`config.mk`:
```
export PLATFORM = sky130hd
export DESIGN_NAME = cpu_multicycle_param
export DESIGN_NICKNAME = d
export VERILOG_FILES = /design/src/rtl/cpu_pkg.sv /design/src/rtl/cpu_alu.sv /design/src/rtl/cpu_multicycle_param.sv
export SDC_FILE = /design/constraint.sdc
export NUM_CORES = 1
export LEC_CHECK = 0
export BUFFER_PORTS_ARGS = -buffer_cell sky130_fd_sc_hd__buf_2
export CAP_MARGIN = 20
export CORE_UTILIZATION = 55
export DETAILED_ROUTE_END_ITERATION = 6
export PLACE_DENSITY = 0.74
export SLEW_MARGIN = 20
export SYNTH_ARGS = -nofsm -noshare
export SYNTH_HDL_FRONTEND = slang
export SYNTH_SLANG_ARGS = --single-unit
```
`constraint.sdc`:
```
create_clock -name clk -period 11.6 [get_ports clk]
set_input_delay 1.74 -clock clk [delete_from_list [all_inputs] [get_ports clk]]
set_output_delay 1.74 -clock clk [all_outputs]
set_load 0.05 [all_outputs]
```
`src/rtl/cpu_pkg.sv`:
```
// Shared definitions for the parametrised multi-cycle CPU: opcodes, FSM states,
// ALU selects and the decode helpers used by cpu_multicycle_param.
package cpu_pkg;

    typedef enum logic [3:0] {
        OP_NOP  = 4'h0,
        OP_LDI  = 4'h1,
        OP_MOV  = 4'h2,
        OP_ADD  = 4'h3,
        OP_SUB  = 4'h4,
        OP_AND  = 4'h5,
        OP_OR   = 4'h6,
        OP_XOR  = 4'h7,
        OP_ADDI = 4'h8,
        OP_JMP  = 4'h9,
        OP_JZ   = 4'hA,
        OP_JNZ  = 4'hB,
        OP_HALT = 4'hF
    } opcode_t;

    typedef enum logic [2:0] {
        S_IDLE   = 3'd0,
        S_FETCH  = 3'd1,
        S_DECODE = 3'd2,
        S_EXEC   = 3'd3,
        S_HALT   = 3'd4
    } state_t;

    typedef enum logic [2:0] {
        ALU_PASS = 3'd0,
        ALU_ADD  = 3'd1,
        ALU_SUB  = 3'd2,
        ALU_AND  = 3'd3,
        ALU_OR   = 3'd4,
        ALU_XOR  = 3'd5
    } alu_op_t;

    // Only the data-processing opcodes write the register file; C-E fall out as NOP.
    function automatic logic writes_reg(input opcode_t op);
        return op inside {OP_LDI, OP_MOV, OP_ADD, OP_SUB, OP_AND, OP_OR, OP_XOR, OP_ADDI};
    endfunction

    function automatic alu_op_t alu_sel(input opcode_t op);
        case (op)
            OP_ADD, OP_ADDI: return ALU_ADD;
            OP_SUB:          return ALU_SUB;
            OP_AND:          return ALU_AND;
            OP_OR:           return ALU_OR;
            OP_XOR:          return ALU_XOR;
            default:         return ALU_PASS;
        endcase
    endfunction

endpackage

```
`src/rtl/cpu_alu.sv`:
```
// Combinational ALU of the multi-cycle CPU; all arithmetic wraps modulo 2^DATA_W.
module cpu_alu
    import cpu_pkg::*;
#(
    parameter int DATA_W = 16
) (
    input  alu_op_t           sel,
    input  logic [DATA_W-1:0] a,
    input  logic [DATA_W-1:0] b,
    output logic [DATA_W-1:0] y
);

    always_comb begin
        y = b;
        case (sel)
            ALU_ADD: y = a + b;
            ALU_SUB: y = a - b;
            ALU_AND: y = a & b;
            ALU_OR:  y = a | b;
            ALU_XOR: y = a ^ b;
            default: y = b;
        endcase
    end

endmodule

```
`src/rtl/cpu_multicycle_param.sv`:
```
// Parametrised multi-cycle CPU: IDLE -> FETCH -> DECODE -> EXEC -> FETCH | HALT.
// Define CPU_BRANCH_EN to make JZ/JNZ take their branch; otherwise they behave as NOP.
module cpu_multicycle_param
    import cpu_pkg::*;
#(
    parameter  int DATA_W = 16,
    parameter  int NREG   = 4,
    parameter  int ADDR_W = 16,
    parameter  int IMM_W  = 8,
    localparam int RW     = $clog2(NREG),
    localparam int INS_W  = 4 + 2 * RW + IMM_W
) (
    input  logic              clk,
    input  logic              rst,
    input  logic              en_in,
    input  logic              en_ram_out,
    input  logic [INS_W-1:0]  ins,
    output logic [ADDR_W-1:0] addr,
    output logic              en_ram_in,
    output logic              wb_en,
    output logic [RW-1:0]     wb_idx,
    output logic [DATA_W-1:0] wb_data,
    output logic              busy,
    output logic              halted
);

    state_t            state;
    logic [ADDR_W-1:0] pc;
    logic [INS_W-1:0]  ir;
    logic [DATA_W-1:0] regs [NREG];

    opcode_t           op;
    logic [RW-1:0]     rd;
    logic [RW-1:0]     rs;
    logic [IMM_W-1:0]  imm;
    logic [DATA_W-1:0] rd_val;
    logic [DATA_W-1:0] rs_val;
    logic [DATA_W-1:0] alu_b;
    logic [DATA_W-1:0] alu_y;
    logic              jump;
    logic [ADDR_W-1:0] jump_pc;

    assign op     = opcode_t'(ir[INS_W-1 -: 4]);
    assign rd     = ir[2*RW+IMM_W-1 -: RW];
    assign rs     = ir[RW+IMM_W-1 -: RW];
    assign imm    = ir[IMM_W-1:0];
    assign rd_val = regs[rd];
    assign rs_val = regs[rs];
    assign addr   = pc;

    always_comb begin
        case (op)
            OP_LDI:  alu_b = DATA_W'(imm);
            OP_ADDI: alu_b = DATA_W'($signed(imm));
            default: alu_b = rs_val;
        endcase
    end

    cpu_alu #(.DATA_W(DATA_W)) u_alu (
        .sel (alu_sel(op)),
        .a   (rd_val),
        .b   (alu_b),
        .y   (alu_y)
    );

    // pc already points past the current instruction when EXEC evaluates a branch.
    always_comb begin
        jump    = 1'b0;
        jump_pc = pc + ADDR_W'($signed(imm));
        case (op)
            OP_JMP: begin
                jump    = 1'b1;
                jump_pc = ADDR_W'(imm);
            end
`ifdef CPU_BRANCH_EN
            OP_JZ:   jump = (rd_val == '0);
            OP_JNZ:  jump = (rd_val != '0);
`endif
            default: jump = 1'b0;
        endcase
    end

    always_ff @(posedge clk) begin
        if (rst) begin
            state     <= S_IDLE;
            pc        <= '0;
            ir        <= '0;
            en_ram_in <= 1'b0;
            busy      <= 1'b0;
            halted    <= 1'b0;
            wb_en     <= 1'b0;
            wb_idx    <= '0;
            wb_data   <= '0;
            for (int i = 0; i < NREG; i++) regs[i] <= '0;
        end else begin
            wb_en <= 1'b0;
            case (state)
                S_IDLE: begin
                    if (en_in) begin
                        state     <= S_FETCH;
                        en_ram_in <= 1'b1;
                        busy      <= 1'b1;
                    end
                end
                S_FETCH: begin
                    if (en_ram_out) begin
                        ir        <= ins;
                        pc        <= pc + ADDR_W'(1);
                        en_ram_in <= 1'b0;
                        state     <= S_DECODE;
                    end
                end
                S_DECODE: begin
                    wb_en   <= writes_reg(op);
                    wb_idx  <= rd;
                    wb_data <= alu_y;
                    state   <= S_EXEC;
                end
                S_EXEC: begin
                    if (wb_en) regs[wb_idx] <= wb_data;
                    if (jump) pc <= jump_pc;
                    if (op == OP_HALT) begin
                        state  <= S_HALT;
                        busy   <= 1'b0;
                        halted <= 1'b1;
                    end else begin
                        state     <= S_FETCH;
                        en_ram_in <= 1'b1;
                    end
                end
                S_HALT: state <= S_HALT;
                default: begin
                    state     <= S_IDLE;
                    en_ram_in <= 1'b0;
                    busy      <= 1'b0;
                end
            endcase
        end
    end

endmodule
```
==> results of run 1 <==
registers in the layout (all words and copies together), names as in the netlist, named ones only:
name and count:
wb_idx 2, regs 64, en_ram_in 1, wb_en 1, addr 16, ir 16, busy 1, state 3
halted 1, wb_data 16
cells in the final DEF (no fill, tap or decap), types with 6 or more instances in the layout:
master,netlist,layout
a211oi_1,8,8
a21o_1,8,8
a21oi_1,55,55
a221oi_1,12,12
a22oi_1,12,12
a31oi_1,6,6
and2_1,68,68
buf_2,8,57
buf_4,0,8
clkbuf_16,0,18
dfxtp_1,61,59
edfxtp_1,64,64
ha_1,57,57
inv_1,40,40
mux2i_1,7,7
mux4_2,30,30
nand2_1,77,77
nand3_1,9,9
nor2_1,74,73
nor2b_1,11,11
nor3_1,30,30
nor3b_1,7,6
o2111ai_1,7,7
o211ai_1,10,10
o21ai_0,24,24
or2_2,7,7
xnor2_1,25,25
layer usage:
layer	GRT usage, %	wire, um
met3	8.01	1600
met4	10.6	470
met5	0	0
met2	47.0	10300
met1	39.7	9270
worst max-delay path, stage by stage (launching register included):
cell and delay, ps:
dfxtp_1 640, xor2_2 270, nand2_1 530, mux2_2 520, inv_1 120, ha_1 180
nand3_1 130, nor3_2 220, nor2_1 70, xnor2_1 120, ha_1 350, a21o_1 220
a21o_1 180, a21o_1 200, a211o_1 250, a2111oi_0 390, nor3_1 130, or3_1 360
nand3_1 90
kinds of logic (layout without fill, tap and decap cells):
kind of cell	after synthesis	count (layout)
AO/OA/AOI/OAI	171	171
XOR/XNOR	30	30
AND/OR/NAND/NOR	315	315
multiplexers	45	45
buffers and inverters	87	137
flip-flops	125	125
adder cells (fa/ha/maj)	59	59
cell usage after synthesis (3+ instances only):
cell / n / area [um2]
a31oi_1: 6 / 37.5
o21ai_0: 24 / 120
nor3_1: 30 / 150
nor2b_1: 11 / 68.8
mux2i_1: 7 / 70.1
buf_1: 3 / 11.3
mux4_2: 30 / 676
nand3b_1: 5 / 37.5
or2_2: 7 / 43.8
a21oi_1: 55 / 275
a21o_1: 8 / 60.1
mux2_2: 4 / 45.0
ha_1: 57 / 713
xnor2_1: 25 / 219
a221oi_1: 12 / 105
or3_1: 4 / 25.0
and3b_1: 3 / 26.3
nor2_1: 74 / 278
nand3_1: 9 / 45.0
clkbuf_1: 34 / 128
o211ai_1: 10 / 75.1
dfxtp_1: 61 / 1220
xor2_1: 3 / 26.3
and2_1: 68 / 425
a211oi_1: 8 / 60.1
o2111ai_1: 7 / 61.3
edfxtp_1: 64 / 1920
buf_2: 8 / 40.0
o21a_1: 5 / 37.5
nand4_1: 3 / 18.8
a22oi_1: 12 / 90.1
nand2_1: 77 / 289
inv_1: 40 / 150
and3_1: 4 / 25.0
nand2b_1: 4 / 25.0
nor3b_1: 7 / 52.6
power groups by stage:
stage	clock (mW)	combinational (mW)	sequential, mW
3_5_place_dp	0	0.240	0.512
2_1_floorplan	0	0.179	0.515
5_1_grt	0.561	0.269	0.506
6_report	0.536	0.246	0.503
3_3_place_gp	0	0.233	0.510
4_1_cts	0.539	0.242	0.503
final cells by class:
class / instances / area [um2] / area share [%]
clock buffer: 19 / 454 / 4.97
clock inverter: 13 / 135 / 1.48
inverter: 40 / 150 / 1.64
multi-input combinational: 620 / 4680 / 51.2
sequential: 125 / 3150 / 34.4
tap: 184 / 230 / 2.52
timing repair buffer: 65 / 345 / 3.78
stage by stage:
step | worst slack, ps | cell area (um2) | cells | hold slack (ps)
final | 6560 | 9140 | 1066 | 457
after global routing | 6240 | 9140 | 1066 | 490
after CTS | 6530 | 9140 | 1066 | 462
after detailed placement | 6570 | 8550 | 1034 | 455
after global placement | 6680 | 8550 | 1034 | 443
after floorplan | 7310 | 8170 | 832 | 436
final timing paths:
kind	from	end	slack (ps)	cells past startpoint
worst max-delay path	ir[12]	wb_data[15]	6560	18
worst min-delay path	ir[9]	ir[9]	460	2
worst max register to register	ir[12]	wb_data[15]	6560	18
worst min register to register	ir[9]	ir[9]	460	2
==> results.toml, run 1 <==
[die]
chipHeight_um = 124
rows = 44
core_um2 = 14500
dieArea_um2 = 15300
ioPinCount = 58
die_w_um = 124
start_util_pct = 56.2

[final_layout]
drive_above_1_share_pct = 17.6
utilization_pct = 62.9
area_delta_synth_final_pct = 11.9
final_nets = 948
diodes = 0
nFillCells = 1214

[global_route]
grt_pass1_vias = 6454
grt_max_degree = 63
gr-total-overflow = 0
antenna_found_initial = 0
grtUsageTotal_pct = 29.9
grt_pass1_wl_mm = 34.0

[synthesis]
yosys.area_share.adder_pct = 9.22
synth_cells = 832
syn_avg_cell_area_um2 = 9.82
synth-seq-area-share_pct = 38.5
syn_nets = 911
ys.flop_type = "edfxtp_1"
synth_compound_area_share_pct = 14.2
synth-seq-cells = 125
async_flop_share_pct = 0
yosysUniqueCellTypes = 69
synth-xor-area-share_pct = 3.40
syn_area_um2 = 8170
muxShareOfSynthArea_pct = 10.8
ys_warn_count = 0
synth_top_family_by_area = "simple AND/OR/NAND/NOR gates"
synth_edf_count = 64
yosys.area_share.simple_pct = 19.6

[worst_setup_path]
required_ps = 11960
path_max_fanout = 20
critPathArrivalTime_ps = 5410
critPathKind = "reg2reg"
startpoint_type = "flop"
endpoint_kind = "flop"

[cts]
cts_tree = "built"
cts_max_level = 4
cts_hold_buf = 0
post-cts-setup-buffer-count = 0
cts_buffer_depth = 2
path_clk_slew_ps = 60
cts_root_buffer = "clkbuf_16"
cts_resized = 0
clkSinkCount = 125
cts_buffers = 17
insertion_delay_ps = 420

[power]
comb_power_share_pct = 19.1
p_int_mw = 0.906
power_density_nw_per_um2 = 141
power_leakage_nw = 3.67
switching_share_pct = 29.5
total_power_mw = 1.29
ir_drop_uv = 118
seqPwrFrac_pct = 39.2
clock_power_share_pct = 41.7
p_switching_mw = 0.379

[routing]
vias_per_cell = 6.30
vias = 6716
firstDrtPassIters = 5
drc_errors = 0
drt_iter0_drc = 684
wl_mm = 21.6
wl_per_cell_um = 20.3
ant_nets = 0

[timing]
final-hold-violation-count = 0
rsz0062_at_grt = "false"
drv_slew = 0
tightestPinTransition_ps = 1080
fin_skew_ps = 8.08
period_minus_slack_ps = 5040
period_share_pct = 43.5
setup_viol = 0
maxSlewHeadroom_pct = 27.2
fin_setup_tns_ps = 0
fmax_mhz = 198

[run_status]
status = "finished clean"

[placement]
globalplace.congestion = 0.973
hpwlAfterDp_mm = 15.1
io_buffers = 57

[worst_hold_path]
hp-class = "reg2reg"

[run]
cap_violations = 0
Note: power is estimated with default switching activity, not from simulation.
==> run 2, diff against run 1 <==
==> constraint.sdc (replaced) <==
create_clock -name clk -period 4.7 [get_ports clk]
set_input_delay 0.705 -clock clk [delete_from_list [all_inputs] [get_ports clk]]
set_output_delay 0.705 -clock clk [all_outputs]
set_load 0.05 [all_outputs]
==> run 2 against run 1 <==
  * Critical path depth shrank 3
  * Non-clock buffer count rose by 12
  * Clock power grew to 2.5 times the previous value
  * Combinational power grew to 2.6 times the previous value
  * Power up 150%
  * Cell count grew 1.1%
  * Critical path type unchanged
  * Highest routed layer unchanged
==> results.toml, run 2 (synthesis gave the netlist of run 1 again) <==
[cts]
cts_root_buffer = "clkbuf_16"
path_clk_slew_ps = 70
post-cts-setup-buffer-count = 0
insertion_delay_ps = 420
cts_max_level = 4
cts_hold_buf = 0
cts_tree = "built"
cts_buffers = 17
cts_buffer_depth = 2
clkSinkCount = 125

[global_route]
grt_pass1_wl_mm = 33.0
gr-total-overflow = 0
grt_max_degree = 36
grt_pass1_vias = 6323
grtUsageTotal_pct = 29.2
antenna_found_initial = 0

[routing]
vias_per_cell = 6.21
ant_nets = 0
drc_errors = 0
wl_per_cell_um = 20.1
drt_iter0_drc = 605
wl_mm = 21.7
vias = 6689
firstDrtPassIters = 7

[final_layout]
utilization_pct = 63.5
regArea_um2 = 3140
final_area_um2 = 9230
layout_common_cells = "nand2_1, nor2_1, and2_1, edfxtp_1, dfxtp_1"
final_nets = 960
largest_register = "regs"
area_delta_synth_final_pct = 13.0
fin_cells = 1078
largest_register_ffs = 64
drive_above_1_share_pct = 18.6
layout_commonest_cell = "nand2_1"
diodes = 0
nFillCells = 1180
multi_input_area_um2 = 4680

[placement]
placed_cell_area_um2 = 8640
pre_cts_slack_ps = 261
dp_cells = 1046
globalplace.congestion = 0.941
io_buffers = 57
hpwlAfterDp_mm = 15.4

[run_status]
status = "finished clean"

[worst_setup_path]
crit_cells = 15
cp_slowest_cell = "mux4_2"
critPathKind = "reg2reg"
crit_family = "compound AO/OA/AOI/OAI gates"
required_ps = 5070
startpoint_type = "flop"
path_max_fanout = 14
cp_slowest_stage_delay_ps = 540
endpoint_kind = "flop"
crit_chain = "buf_4, mux4_2, o21ai_1, and2_1, nand3_1, o21ai_0, xnor2_1, ha_1, or3_1, o31a_1, a211o_1, a2111oi_1, nor3_1, or3_1, nand3_1"
regToRegSetupSlack_ps = 270
critPathArrivalTime_ps = 4800
r2r.worst_path.cells = 15
path_buf_inv = 1
reg2reg_to = "wb_data[15]"

[die]
start_util_pct = 56.2
dieArea_um2 = 15300
ioPinCount = 58
die_w_um = 124
rows = 44
core_um2 = 14500
chipHeight_um = 124

[timing]
period_share_pct = 94.3
fmax_mhz = 226
rsz0062_at_grt = "false"
setup_viol = 0
timing.hold.ws_ps = 464
fin_setup_tns_ps = 0
period_minus_slack_ps = 4430
fin_skew_ps = 9.09
final-hold-violation-count = 0
fin_ws_ps = 268
tightestPinTransition_ps = 1050
drv_slew = 0
maxSlewHeadroom_pct = 29.1

[power]
p_int_mw = 2.22
ir_drop_uv = 355
switching_share_pct = 30.5
power_density_nw_per_um2 = 347
power_leakage_nw = 3.73
comb_power_share_pct = 20.0
p_switching_mw = 0.978
total_power_mw = 3.20
seqPwrFrac_pct = 38.3
clock_power_share_pct = 41.7

[worst_hold_path]
hp-start = "halted"
whs_path_depth = 2
holdPathEnd = "halted"
hp-class = "reg2reg"

[run]
cap_violations = 0
run 2: worst max path at each step:
stage	startpoint	end	slack [ps]
2_1_floorplan	ir[12]	wb_data[15]	410
3_3_place_gp	flop	wb_data[15]	390
3_5_place_dp	flop	wb_data[15]	260
4_1_cts	flop	wb_data[15]	210
5_1_grt	flop	wb_data[15]	30
6_report	flop	wb_data[15]	270
run 2: area by class of cell:
cell class	instances	area share [%]
clock buffer	18	4.65
clock inverter	14	1.75
inverter	40	1.63
multi-input combinational	620	50.7
sequential	125	34.0
tap	184	2.49
timing repair buffer	77	4.72
run 2: worst reg2reg max path: cells and delay by family (launching register included):
kind                     cells  cell delay, ps
AO/OA/AOI/OAI                5            1410
AND/OR/NAND/NOR              6            1370
multiplexers                 1             550
flip-flops                   1             410
buffers and inverters        1             320
adder cells (fa/ha/maj)      1             210
XOR/XNOR                     1              90
run 2: per-layer routing:
| metal | up-vias | global-route usage, % | routed length [um] |
|---|---|---|---|
| li1 | 3111 | - | - |
| met1 | 3260 | 39.3 | 9220 |
| met2 | 274 | 45.3 | 10100 |
| met3 | 44 | 6.73 | 1850 |
| met4 | 0 | 11.7 | 502 |
| met5 | - | 0 | 0 |
run 2: power groups by stage:
stage | Sequential, mW | Combinational [mW] | Clock (mW)
2_1_floorplan | 1.27 | 0.442 | 0
3_3_place_gp | 1.25 | 0.597 | 0
3_5_place_dp | 1.25 | 0.623 | 0
4_1_cts | 1.23 | 0.631 | 1.35
5_1_grt | 1.23 | 0.693 | 1.39
6_report | 1.23 | 0.640 | 1.34
run 2: timing repair:
| action | CTS | global route |
|---|---|---|
| hold endpoints to repair | 0 | 0 |
| resized for setup | 0 | 1 |
| endpoints found under the setup margin | 0 | 1 |
